<file path="config.mk">
export PLATFORM = sky130hd
export DESIGN_NAME = fpu_bus_master
export DESIGN_NICKNAME = d
export VERILOG_FILES = /design/src/rtl/fpu_bus_master.sv
export SDC_FILE = /design/constraint.sdc
export NUM_CORES = 1
export LEC_CHECK = 0
export ABC_AREA = 1
export CAP_MARGIN = 20
export CELL_PAD_IN_SITES_DETAIL_PLACEMENT = 1
export CELL_PAD_IN_SITES_GLOBAL_PLACEMENT = 1
export CORE_MARGIN = 2
export CORE_UTILIZATION = 44
export DETAILED_ROUTE_END_ITERATION = 7
export MAX_ROUTING_LAYER = met4
export PLACE_DENSITY = 0.95
export SETUP_SLACK_MARGIN = 0.02
export SYNTH_ARGS = -nofsm -noshare
export SYNTH_HDL_FRONTEND = slang
export SYNTH_SLANG_ARGS = --single-unit
export TNS_END_PERCENT = 30
</file>
<file path="constraint.sdc">
create_clock -name clk -period 5.77 [get_ports clk]
set_input_delay 1.154 -clock clk [delete_from_list [all_inputs] [get_ports clk]]
set_output_delay 1.154 -clock clk [all_outputs]
set_load 0.01 [all_outputs]
</file>
<file path="src/rtl/fpu_bus_master.sv">
// fpu_bus_master: host-side initiator for the FPU byte bus. It serialises an operand pair and an
// opcode into byte writes, waits for cmd_end, reads the 32-bit result back and acknowledges.
module fpu_bus_master #(
    parameter int unsigned STROBE_CYCLES  = 1,
    parameter int unsigned TIMEOUT_CYCLES = 4096,
    parameter logic [5:0]  CMD_ADDR       = 6'h08,
    parameter logic [5:0]  RES_ADDR       = 6'h09
) (
    input  logic        clk,
    input  logic        arst_n,
    input  logic        start,
    input  logic [31:0] op_a,
    input  logic [31:0] op_b,
    input  logic [7:0]  opcode,
    output logic [31:0] result,
    output logic        done,
    output logic        error,
    output logic        host_busy,
    output logic [5:0]  addr,
    output logic [7:0]  databus_out,
    input  logic [7:0]  databus_in,
    output logic        cs,
    output logic        wr,
    output logic        rd,
    output logic        end_ack,
    input  logic        cmd_end,
    input  logic        fpu_busy
);

    typedef enum logic [2:0] {
        StIdle, StWaitFree, StWrOps, StWrCmd, StWaitEnd, StRdRes, StAck, StDone
    } state_e;

    localparam logic [15:0] StbLast = 16'(STROBE_CYCLES - 1);

    state_e      state_q;
    logic [31:0] a_q;
    logic [31:0] b_q;
    logic [7:0]  op_q;
    logic [31:0] res_q;   // result assembled during reads, published with done
    logic [31:0] tmo_q;
    logic [2:0]  idx_q;
    logic [15:0] stb_q;

    logic [63:0] ops;
    logic [2:0]  idx_nxt;
    logic        stb_last;

    assign ops      = {b_q, a_q};
    assign idx_nxt  = idx_q + 3'd1;
    assign stb_last = (stb_q == StbLast);

    // Transaction sequencer; every bus pin is driven from a register so strobes are glitch-free.
    always_ff @(posedge clk or negedge arst_n) begin
        if (!arst_n) begin
            state_q     <= StIdle;
            a_q         <= '0;
            b_q         <= '0;
            op_q        <= '0;
            res_q       <= '0;
            tmo_q       <= '0;
            idx_q       <= '0;
            stb_q       <= '0;
            result      <= '0;
            done        <= 1'b0;
            error       <= 1'b0;
            host_busy   <= 1'b0;
            addr        <= '0;
            databus_out <= '0;
            cs          <= 1'b1;
            wr          <= 1'b1;
            rd          <= 1'b1;
            end_ack     <= 1'b0;
        end else begin
            done <= 1'b0;
            unique case (state_q)
                StIdle: begin
                    if (start) begin
                        a_q       <= op_a;
                        b_q       <= op_b;
                        op_q      <= opcode;
                        error     <= 1'b0;
                        host_busy <= 1'b1;
                        state_q   <= StWaitFree;
                    end
                end
                StWaitFree: begin
                    if (!fpu_busy) begin
                        idx_q       <= '0;
                        stb_q       <= '0;
                        addr        <= 6'd0;
                        databus_out <= a_q[7:0];
                        cs          <= 1'b0;
                        wr          <= 1'b0;
                        state_q     <= StWrOps;
                    end
                end
                StWrOps: begin
                    if (!cs) begin
                        if (stb_last) begin
                            cs <= 1'b1;
                            wr <= 1'b1;
                        end else begin
                            stb_q <= stb_q + 16'd1;
                        end
                    end else if (idx_q != 3'd7) begin
                        // Gap cycle done: bytes 0..3 come from op_a, 4..7 from op_b.
                        idx_q       <= idx_nxt;
                        stb_q       <= '0;
                        addr        <= {3'b000, idx_nxt};
                        databus_out <= ops[{idx_nxt, 3'b000} +: 8];
                        cs          <= 1'b0;
                        wr          <= 1'b0;
                    end else begin
                        stb_q       <= '0;
                        addr        <= CMD_ADDR;
                        databus_out <= op_q;
                        cs          <= 1'b0;
                        wr          <= 1'b0;
                        state_q     <= StWrCmd;
                    end
                end
                StWrCmd: begin
                    if (!cs) begin
                        if (stb_last) begin
                            cs <= 1'b1;
                            wr <= 1'b1;
                        end else begin
                            stb_q <= stb_q + 16'd1;
                        end
                    end else begin
                        tmo_q   <= '0;
                        state_q <= StWaitEnd;
                    end
                end
                StWaitEnd: begin
                    if (cmd_end) begin
                        idx_q   <= '0;
                        stb_q   <= '0;
                        addr    <= RES_ADDR;
                        cs      <= 1'b0;
                        rd      <= 1'b0;
                        state_q <= StRdRes;
                    end else if ((TIMEOUT_CYCLES != 0) && (tmo_q + 32'd1 == TIMEOUT_CYCLES)) begin
                        error   <= 1'b1;
                        res_q   <= '0;
                        end_ack <= 1'b1;
                        state_q <= StAck;
                    end else begin
                        tmo_q <= tmo_q + 32'd1;
                    end
                end
                StRdRes: begin
                    if (!cs) begin
                        if (stb_last) begin
                            res_q[{idx_q[1:0], 3'b000} +: 8] <= databus_in;
                            cs <= 1'b1;
                            rd <= 1'b1;
                        end else begin
                            stb_q <= stb_q + 16'd1;
                        end
                    end else if (idx_q != 3'd3) begin
                        idx_q <= idx_nxt;
                        stb_q <= '0;
                        addr  <= RES_ADDR + {3'b000, idx_nxt};
                        cs    <= 1'b0;
                        rd    <= 1'b0;
                    end else begin
                        end_ack <= 1'b1;
                        state_q <= StAck;
                    end
                end
                StAck: begin
                    // After a timeout the FPU never raised cmd_end, so do not wait on it.
                    if (error || !cmd_end) begin
                        end_ack <= 1'b0;
                        result  <= res_q;
                        done    <= 1'b1;
                        state_q <= StDone;
                    end
                end
                StDone: begin
                    host_busy <= 1'b0;
                    state_q   <= StIdle;
                end
                default: state_q <= StIdle;
            endcase
        end
    end

endmodule

</file>
# [After elaboration in Yosys (flattened, before gate mapping)]
# Index checks and enable logic that the tools add are counted.
[word_totals] ff_bits=211 input_bits=85 output_inout_bits=53 word_cells=159
[op_classes] addsub=5 eq_ne=30 shifts=3 n_mux=75 n_reduce_logical=28
[op_table] operator="$mux 32" count=7
[op_table] operator="$pmux 32 s2" count=2
[op_table] operator="$mux 16" count=7
[op_table] operator="$pmux 16 s5" count=1
[op_table] operator="$shiftx 64x7->8" count=1
[op_table] operator="$mux 3" count=16
[op_table] operator="$ne 2x2->1 const B" count=17
[op_table] operator="$add 32x1->32 const B" count=1
[op_table] operator="$bwmux 32" count=1
[op_table] operator="$eq 32x13->1 const B" count=1
[op_table] operator="$shift 8x7->32 const A" count=1
[op_table] operator="$shiftx 8x7->32" count=1
[op_table] operator="$mux 6" count=5
[op_table] operator="$mux 8" count=3
[op_table] operator="$pmux 3 s8" count=1
[op_table] operator="$pmux 6 s4" count=1
[op_table] operator="$mux 1" count=22
[op_table] operator="$add 16x1->16 const B" count=1
[op_table] operator="$logic_not 16->1" count=1
[op_table] operator="$pmux 8 s2" count=1
[op_table] operator="$eq 3x3->1 const B" count=4
[op_table] operator="$ne 3x3->1 const B" count=4
[op_table] operator="$pmux 3 s4" count=1
[op_table] operator="$reduce_and 4->1" count=3
[op_table] operator="other kinds (23)" count=38

# [Depth between registers and ports, before layout]
# Gate-level depths: netlist of the first run.
[depth] word_depth=6 mapped_depth=18 depth_no_buf=17

# [Worst setup path after synthesis of the first run]
# OpenSTA, ideal clock, no wires.
[synth_timing] kind="input-to-reg" from="input port fpu_busy" to="register stb_q[3]" setup_time_ns=0.137 arrival_ns=2.326 t_required_ns=5.633 slack_ns=3.307 path_stages=8 path_buffers=0 cell_sequence="nand4_1 > o21ai_0 > inv_1 > nand3_1 > nor2_1 > inv_1 > o21ai_0 > a22oi_1"
[synth_between] elab_chain_len=2
[synth_rtl] item="start: declaration" line="27" text="input logic fpu_busy"
[synth_rtl] item="$ne 2x2->1 (no line)"
[synth_rtl] item="$reduce_and 5->1 (no line)"
[synth_rtl] item="end signal: assignment" line="104" text="stb_q <= stb_q + 16'd1;"
[synth_rtl] item="end signal: assignment" line="129" text="stb_q <= stb_q + 16'd1;"
[synth_rtl] item="end signal: assignment" line="160" text="stb_q <= stb_q + 16'd1;"
[synth_rtl] item="end: declaration" line="43" text="logic [15:0] stb_q;"
# No other way between the ends.
# A chain may end at the register's enable or synchronous reset.

# [Worst setup path in the final report of the first run]
[layout_timing] from="register tmo_q[1]" to="register res_q[29]"
[layout_between] elab_chain_len=4
[layout_rtl] item="start: declaration" line="41" text="logic [31:0] tmo_q;"
[layout_rtl] item="start signal: assignment" line="150" text="tmo_q <= tmo_q + 32'd1;"
[layout_rtl] item="$add 32x1->32" line="144" text="end else if ((TIMEOUT_CYCLES != 0) && (tmo_q + 32'd1 == TIMEOUT_CYCLES)) begin"
[layout_rtl] item="$eq 32x13->1" line="144"
[layout_rtl] item="$ne 2x2->1 (no line)"
[layout_rtl] item="$reduce_and 5->1 (no line)"
[layout_rtl] item="end signal: indexed assignment" line="156" text="res_q[{idx_q[1:0], 3'b000} +: 8] <= databus_in;"
[layout_rtl] item="end: declaration" line="40" text="logic [31:0] res_q;"
# No other way between the ends.

==> metrics.md, run 1 <==
| Metric | Value |
|---|---|
| Outcome | complete, no violations |
| CTS tree | built |
| Fillers | 2951 |
| Slew HR | 35.9% |
| Die area | 25400 um^2 |
| Critical path peak fanout | 36 |
| Synth-to-Final Area Change | 22.3% |
| Post-Route Setup TNS | 0 ns |
| H-tree levels | 1 |
| Kind of critical path | flip-flop to flip-flop |
| Row count | 56 |
| Flop pwr share | 38.3% |
| GPL Wtd Cong | 0.914 |
| Core region area | 23600 um^2 |
| Clock Sink Count | 210 |
| Finished layout cell area | 13000 um^2 |
| Post CTS Setup Buffer Count | 0 |
| Final wirelength | 34.6 mm |
| Layout cells sized above 1 | 5.06% |
| Starting Density | 45.0% |
| Max Root-Sink Buffers | 3 |
| Logic pwr share | 34.3% |
| Pwr dens | 416 nW/um^2 |
| Final Skew | 0.00849 ns |
| Final core area utilization | 55.0% |
| Setup Slack @ Placement | 2.05 ns |
| Vias in the first global route | 11000 |
| First-pass GRT wire length | 56.5 mm |
| Ys flop type | dfrtp_1 |
| Tot Pwr | 5.41 mW |
| Post-Syn Instances | 1403 |
| Leak | 6.18 nW |
| Synth warnings | 0 |
| Worst setup SP type | flip-flop |
| Final Setup Violations | 0 |
| Average wire per standard cell | 18.6 um |
| Fmax | 299 MHz |
| PnR worst setup slack | 2.43 ns |
| Die Y | 159 um |
| Synth Register Bits | 210 |
| Unrepaired setup endpoints after global routing | false |
| # diodes | 0 |
| Critical path capture point type | flip-flop |
| Hold Vio Cnt, Final | 0 |
| Placed Area | 12200 um^2 |
| Synth top area share | 48.8% |
| Initial drt markers | 816 |
| Post-synth top cells | nand2_1, dfrtp_1, nor2_1, inv_1, nand3_1 |
| Synth area leader | dfrtp_1 |
| Num CTS Buffers | 23 |
| Final worst-path cycle share | 57.9% |
| Post-route ant nets | 0 |
| Most common cell in the netlist | nand2_1 |
| Largest net degree at the start of global routing | 99 |
| Average size of a mapped cell | 7.57 um^2 |
| Post-synth EDFFs | 0 |
| Worst Tran Pin Value | 0.956 ns |
| Root Driver | clkbuf_16 |
| Required @ worst endpoint | 6.17 ns |
| GR Overflow Total | 0 |
| Post-synthesis sequential area ratio | 49.5% |
| Initial antenna violation count | 0 |
| Post-synth ARST share | 100% |
| Net Sw Frac | 38.9% |
| FF+latch area | 5260 um^2 |
| Hold Path Class | flip-flop to flip-flop |
| Post-CTS sizing | 0 |
| Via count | 10300 |
| Residual DRC | 0 |
| Total GRT Usage | 27.8% |
| Min Tclk post-route | 3.34 ns |
| Hold buffer count at CTS | 0 |
| Worst-Skew Late Latency | 0.52 ns |
| Cells taking the most area after synthesis | dfrtp_1, nand2_1, nor2_1 |
| Nets | 1623 |
| Net Sw Power | 2.10 mW |
| Maxcap violations | 0 |
| Area of the multi-input gates | 4780 um^2 |
| Netlist Area Pre-Place | 10600 um^2 |
| Netlist cell types | 41 |
| Int Pwr | 3.31 mW |
| Peak VDD IR | 0.000293 V |
| Clock transition at path regs | 0.06 ns |
| Vias per std cell | 5.52 |
| Worst Path Arrival | 3.74 ns |
| Number of port buffers | 136 |
| Slew Viols, Final | 0 |
| Mapped Nets | 1499 |
| Initial DRT Pass Iterations | 4 |
| IO Pins | 138 |
| Clock share of power | 27.4% |
| Hpwl dp | 24.7 mm |
| Die width | 159 um |
-- final timing paths --
kind                            depth (start not counted)      from        end  slack [ns]
max in group asynchronous                               2    arst_n    a_q[10]        3.75
worst min-delay path                                    2  res_q[0]  result[0]        0.47
min in group asynchronous                               1    arst_n  tmo_q[10]        0.67
worst max-delay path                                   14  tmo_q[1]  res_q[29]        2.43
worst max register to register                         14  tmo_q[1]  res_q[29]        2.43
worst min register to register                          2  res_q[0]  result[0]        0.47
-- per-stage QoR --
step | hold WS [ns] | cells
6_report | 0.474 | 1862
3_3_place_gp | 0.453 | 1821
2_1_floorplan | 0.442 | 1403
3_5_place_dp | 0.464 | 1821
4_1_cts | 0.478 | 1862
5_1_grt | 0.495 | 1862
-- kinds of logic (layout without fill, tap and decap cells) --
| logic type | Yosys count | in the layout | share of synthesized area [%] |
|---|---|---|---|
| AOI/OAI and AO/OA | 125 | 125 | 7.37 |
| xor gates and xnor gates | 5 | 5 | 0.412 |
| adders and majority gates | 11 | 11 | 1.30 |
| buffers and inverters | 146 | 286 | 5.57 |
| DFF | 210 | 210 | 49.5 |
| other | 1 | 1 | 0.0353 |
| and+or+nand+nor | 905 | 905 | 35.8 |
-- final cells by class --
class | instances | share of cell area [%]
Inverter | 98 | 2.83
Multi-Input combinational cell | 1047 | 36.8
Clock buffer | 35 | 5.08
Tap cell | 319 | 3.07
Clock inverter | 6 | 0.645
Timing Repair Buffer | 147 | 11.1
Sequential cell | 210 | 40.5
-- metal layers --
metal	GRT usage, %	vias up	wire length, um
met5	-	-	0
met4	9.09	0	1020
met3	3.41	75	1760
met2	47.5	326	17300
met1	34.5	5110	14500
li1	-	4764	-
-- layout by cell type, fill, tap and decap left out, types with 9 or more instances in the layout --
master / Yosys / layout
nand2_1: 607 / 607
dfrtp_1: 207 / 207
clkdlybuf4s50_1: 0 / 135
nor2_1: 125 / 125
inv_1: 92 / 91
nand3_1: 66 / 65
nand4_1: 46 / 46
o21ai_0: 33 / 33
clkbuf_16: 0 / 23
a21oi_1: 20 / 20
a22oi_1: 17 / 17
o21ai_1: 16 / 16
nand3b_1: 14 / 14
nor3_1: 14 / 14
a221oi_1: 14 / 14
ha_1: 11 / 11
buf_4: 4 / 11
o22ai_1: 9 / 9
a2bb2oi_1: 9 / 9
-- critical path: stages, from the launching register on --
cell     delay (ns)
dfrtp_1        0.40
ha_1           0.24
nand2_2        0.10
nor2_4         0.20
nand3_1        0.20
nand2_1        0.10
nand2_1        0.12
nor2_1         0.12
nand2_1        0.06
nor3_1         0.37
nand4_1        0.21
nand2_2        0.53
nand3_2        0.35
nand2_1        0.16
nand2_1        0.06
-- sequential cells by signal, summed over array words and instances, names as in the netlist, 5 cells and up --
register,count
stb_q,16
op_q,8
res_q,32
tmo_q,32
a_q,32
databus_out,8
result,32
addr,5
b_q,32
-- power by group through the flow --
stage	Sequential, mW	Combinational, mW	Clock, mW
2_1_floorplan	2.01	1.16	0
3_3_place_gp	2.05	1.69	0
3_5_place_dp	2.07	1.82	0
4_1_cts	2.06	1.84	1.51
5_1_grt	2.10	2.03	1.57
6_report	2.07	1.85	1.48
(Power assumes the default switching activity.)
==> inputs of run 2 (changes only) <==
--- a/config.mk
+++ b/config.mk
@@ -10,10 +10,10 @@
 export CELL_PAD_IN_SITES_DETAIL_PLACEMENT = 1
 export CELL_PAD_IN_SITES_GLOBAL_PLACEMENT = 1
 export CORE_MARGIN = 2
-export CORE_UTILIZATION = 44
+export CORE_UTILIZATION = 37
 export DETAILED_ROUTE_END_ITERATION = 7
 export MAX_ROUTING_LAYER = met4
-export PLACE_DENSITY = 0.95
+export PLACE_DENSITY = 0.87
 export SETUP_SLACK_MARGIN = 0.02
 export SYNTH_ARGS = -nofsm -noshare
 export SYNTH_HDL_FRONTEND = slang
==> constraint.sdc (replaced) <==
create_clock -name clk -period 2.9 [get_ports clk]
set_input_delay 0.58 -clock clk [delete_from_list [all_inputs] [get_ports clk]]
set_output_delay 0.58 -clock clk [all_outputs]
set_load 0.01 [all_outputs]
==> run 2 against run 1 <==
Effect of this change:
- via count shrank 1.1%
- global-route usage down 5.0 points
- worst setup slack worse by 2.2 ns
- sequential cell count is the same
- clock-buffer cell count did not move
- power increased by 100%
- clock power is 99% higher
- fmax is 23% higher
- largest cell class unchanged
- design area up 3.7%
- sequential share of layout area is 1.4 points lower
- first-iteration DRC count is 32% lower
- combinational power grew 110%
==> metrics.md, run 2 (synthesis gave the netlist of run 1 again) <==
| Metric | Value |
|---|---|
| Hpwl dp | 24.3 mm (was 24.7 mm) |
| Core region area | 28500 um^2 (was 23600 um^2) |
| Starting Density | 37.3% (was 45.0%) |
| First-pass GRT wire length | 54.9 mm (was 56.5 mm) |
| Clock transition at path regs | 0.06 ns (about the same) |
| H-tree levels | 1 (unchanged) |
| Hold Path Class | primary input to async pin (was flip-flop to flip-flop) |
| Commonest cells after routing, fill and taps aside | nand2_1, dfrtp_1, clkdlybuf4s50_1 (unchanged) |
| Vias per std cell | 5.18 (was 5.52) |
| CTS tree | built (unchanged) |
| GPL Wtd Cong | 0.884 (was 0.914) |
| Final cell count without fillers | 1962 (was 1862) |
| Number of port buffers | 136 (unchanged) |
| Post-route ant nets | 0 (unchanged) |
| Slowest Stage Delay on Critical Path | 0.40 ns (was 0.53 ns) |
| Nets | 1657 (was 1623) |
| Maxcap violations | 0 (unchanged) |
| Pwr dens | 809 nW/um^2 (was 416 nW/um^2) |
| Min Tclk post-route | 2.71 ns (was 3.34 ns) |
| Initial DRT Pass Iterations | 5 (was 4) |
| Slew Viols, Final | 0 (unchanged) |
| Critical-path top delay cell | dfrtp_1 (was nand2_2) |
| # diodes | 0 (unchanged) |
| Die Y | 173 um (was 159 um) |
| Final wirelength | 34.1 mm (was 34.6 mm) |
| Hold Vio Cnt, Final | 0 (unchanged) |
| Kind of critical path | flip-flop to flip-flop (unchanged) |
| Largest net degree at the start of global routing | 105 (was 99) |
| Initial drt markers | 551 (was 816) |
| Via count | 10200 (was 10300) |
| Die width | 173 um (was 159 um) |
| Setup slack, reg-to-reg | 0.19 ns (was 2.43 ns) |
| Initial antenna violation count | 0 (unchanged) |
| Most Frequent Cell on Critical Path | nand2_1 (unchanged) |
| Row count | 62 (was 56) |
| Placed instance count | 1907 (was 1821) |
| Peak VDD IR | 0.000572 V (was 0.000293 V) |
| Worst hold margin | 0.465 ns (was 0.474 ns) |
| Worst Tran Pin Value | 0.680 ns (was 0.956 ns) |
| Critical path peak fanout | 9 (was 36) |
| Buf/Inv on CP | 4 (was 0) |
| Outcome | complete, no violations (unchanged) |
| Slew HR | 54.7% (was 35.9%) |
| RR Startpoint | tmo_q[1] (unchanged) |
| Final Skew | 0.00818 ns (was 0.00849 ns) |
| Num CTS Buffers | 24 (was 23) |
| Most common cell after layout, fill and taps aside | nand2_1 (unchanged) |
| Final Setup Violations | 0 (unchanged) |
| Layout cells sized above 1 | 7.73% (was 5.06%) |
| Critical R2R Capture | res_q[29] (unchanged) |
| Worst Path Arrival | 3.18 ns (was 3.74 ns) |
| Root Driver | clkbuf_16 (unchanged) |
| Residual DRC | 0 (unchanged) |
| Crit-path cells | buf_4, nand2_2, nor2_4, nand3_1, nand2_1, nand2_1, nor2_1, nand2_1, nor3_2, buf_4, nand4_1, nand2_4, clkbuf_4, buf_4, nand4_1, nand2_1 (was ha_1, nand2_2, nor2_4, nand3_1, nand2_1, nand2_1, nor2_1, nand2_1, nor3_1, nand4_1, nand2_2, nand3_2, nand2_1, nand2_1) |
| Clock Sink Count | 210 (unchanged) |
| Fmax | 368 MHz (was 299 MHz) |
| Average wire per standard cell | 17.4 um (was 18.6 um) |
| Critical path capture point type | flip-flop (unchanged) |
| Reg2reg path depth | 16 (was 14) |
| GR Overflow Total | 0 (unchanged) |
| Total GRT Usage | 22.8% (was 27.8%) |
| IO Pins | 138 (unchanged) |
| Worst setup SP type | flip-flop (unchanged) |
| Required @ worst endpoint | 3.36 ns (was 6.17 ns) |
| Vias in the first global route | 10900 (was 11000) |
| Die area | 30100 um^2 (was 25400 um^2) |
| Final worst-path cycle share | 93.6% (was 57.9%) |
| Max Root-Sink Buffers | 3 (unchanged) |
| Tot Pwr | 10.9 mW (was 5.41 mW) |
| Leak | 6.37 nW (was 6.18 nW) |
| Delay-heaviest family, CP | simple AND/OR/NAND/NOR gates (unchanged) |
| Synth-to-Final Area Change | 26.9% (was 22.3%) |
| Worst-Skew Late Latency | 0.53 ns (was 0.52 ns) |
-- run 2: timing repair --
action	CTS	global route
gates cloned	0	1
gates resized for setup	1	14
pin swaps	0	8
endpoints found under the hold margin	14	0
buffers inserted	0	10
setup endpoints to repair	4	33
hold buffers	1	0
-- run 2: report_power, final --
part	leakage, nW	internal (mW)	switching (mW)
sequential	2.77	3.62	0.472
combinational	3.24	1.41	2.46
clock	0.360	1.70	1.24
total	6.37	6.72	4.18
-- run 2: stage by stage --
step                      cell area (um^2)  setup slack (ns)  util [%]  TNS (ns)
after global routing                 13500           -0.0446      47.3    -0.516
final                                13500             0.186      47.3         0
after floorplan                      10600             0.732         -         0
after global placement               12600             0.165      44.1         0
after detailed placement             12600            0.0261      44.1         0
after CTS                            13300             0.123      46.8         0
-- run 2: worst max-delay path by stage --
stage / from / to / slack, ns / cells after the start
2_1_floorplan: tmo_q[0] / tmo_q[0] / 0.73 / 15
3_3_place_gp: tmo_q[0] / res_q[30] / 0.16 / 15
3_5_place_dp: tmo_q[1] / res_q[24] / 0.03 / 15
4_1_cts: tmo_q[1] / res_q[22] / 0.12 / 15
5_1_grt: tmo_q[1] / res_q[22] / -0.04 / 16
6_report: tmo_q[1] / res_q[29] / 0.19 / 16
-- run 2: worst reg2reg max path, cell delays in order (launching register included) --
cell and delay (ns):
dfrtp_1 0.40, buf_4 0.15, nand2_2 0.06, nor2_4 0.21
nand3_1 0.22, nand2_1 0.13, nand2_1 0.11, nor2_1 0.12
nand2_1 0.07, nor3_2 0.16, buf_4 0.14, nand4_1 0.20
nand2_4 0.15, clkbuf_4 0.18, buf_4 0.16, nand4_1 0.10
nand2_1 0.09
-- run 2: cell type report --
cell class	count	area, um^2
Fill cell	3513	15000
Sequential cell	210	5260
Multi-Input combinational cell	1048	4830
Timing Repair Buffer	179	1780
Clock buffer	35	672
Tap cell	384	480
Inverter	98	368
Clock inverter	8	83.8
-- run 2: layer usage --
metal  part of all wire [%]  wire (um)  track usage [%]
met1                     45      15300             29.5
met2                     49      16600             38.3
met3                    4.4       1500             3.27
met4                    2.0        684             4.87
met5                      0          0                -
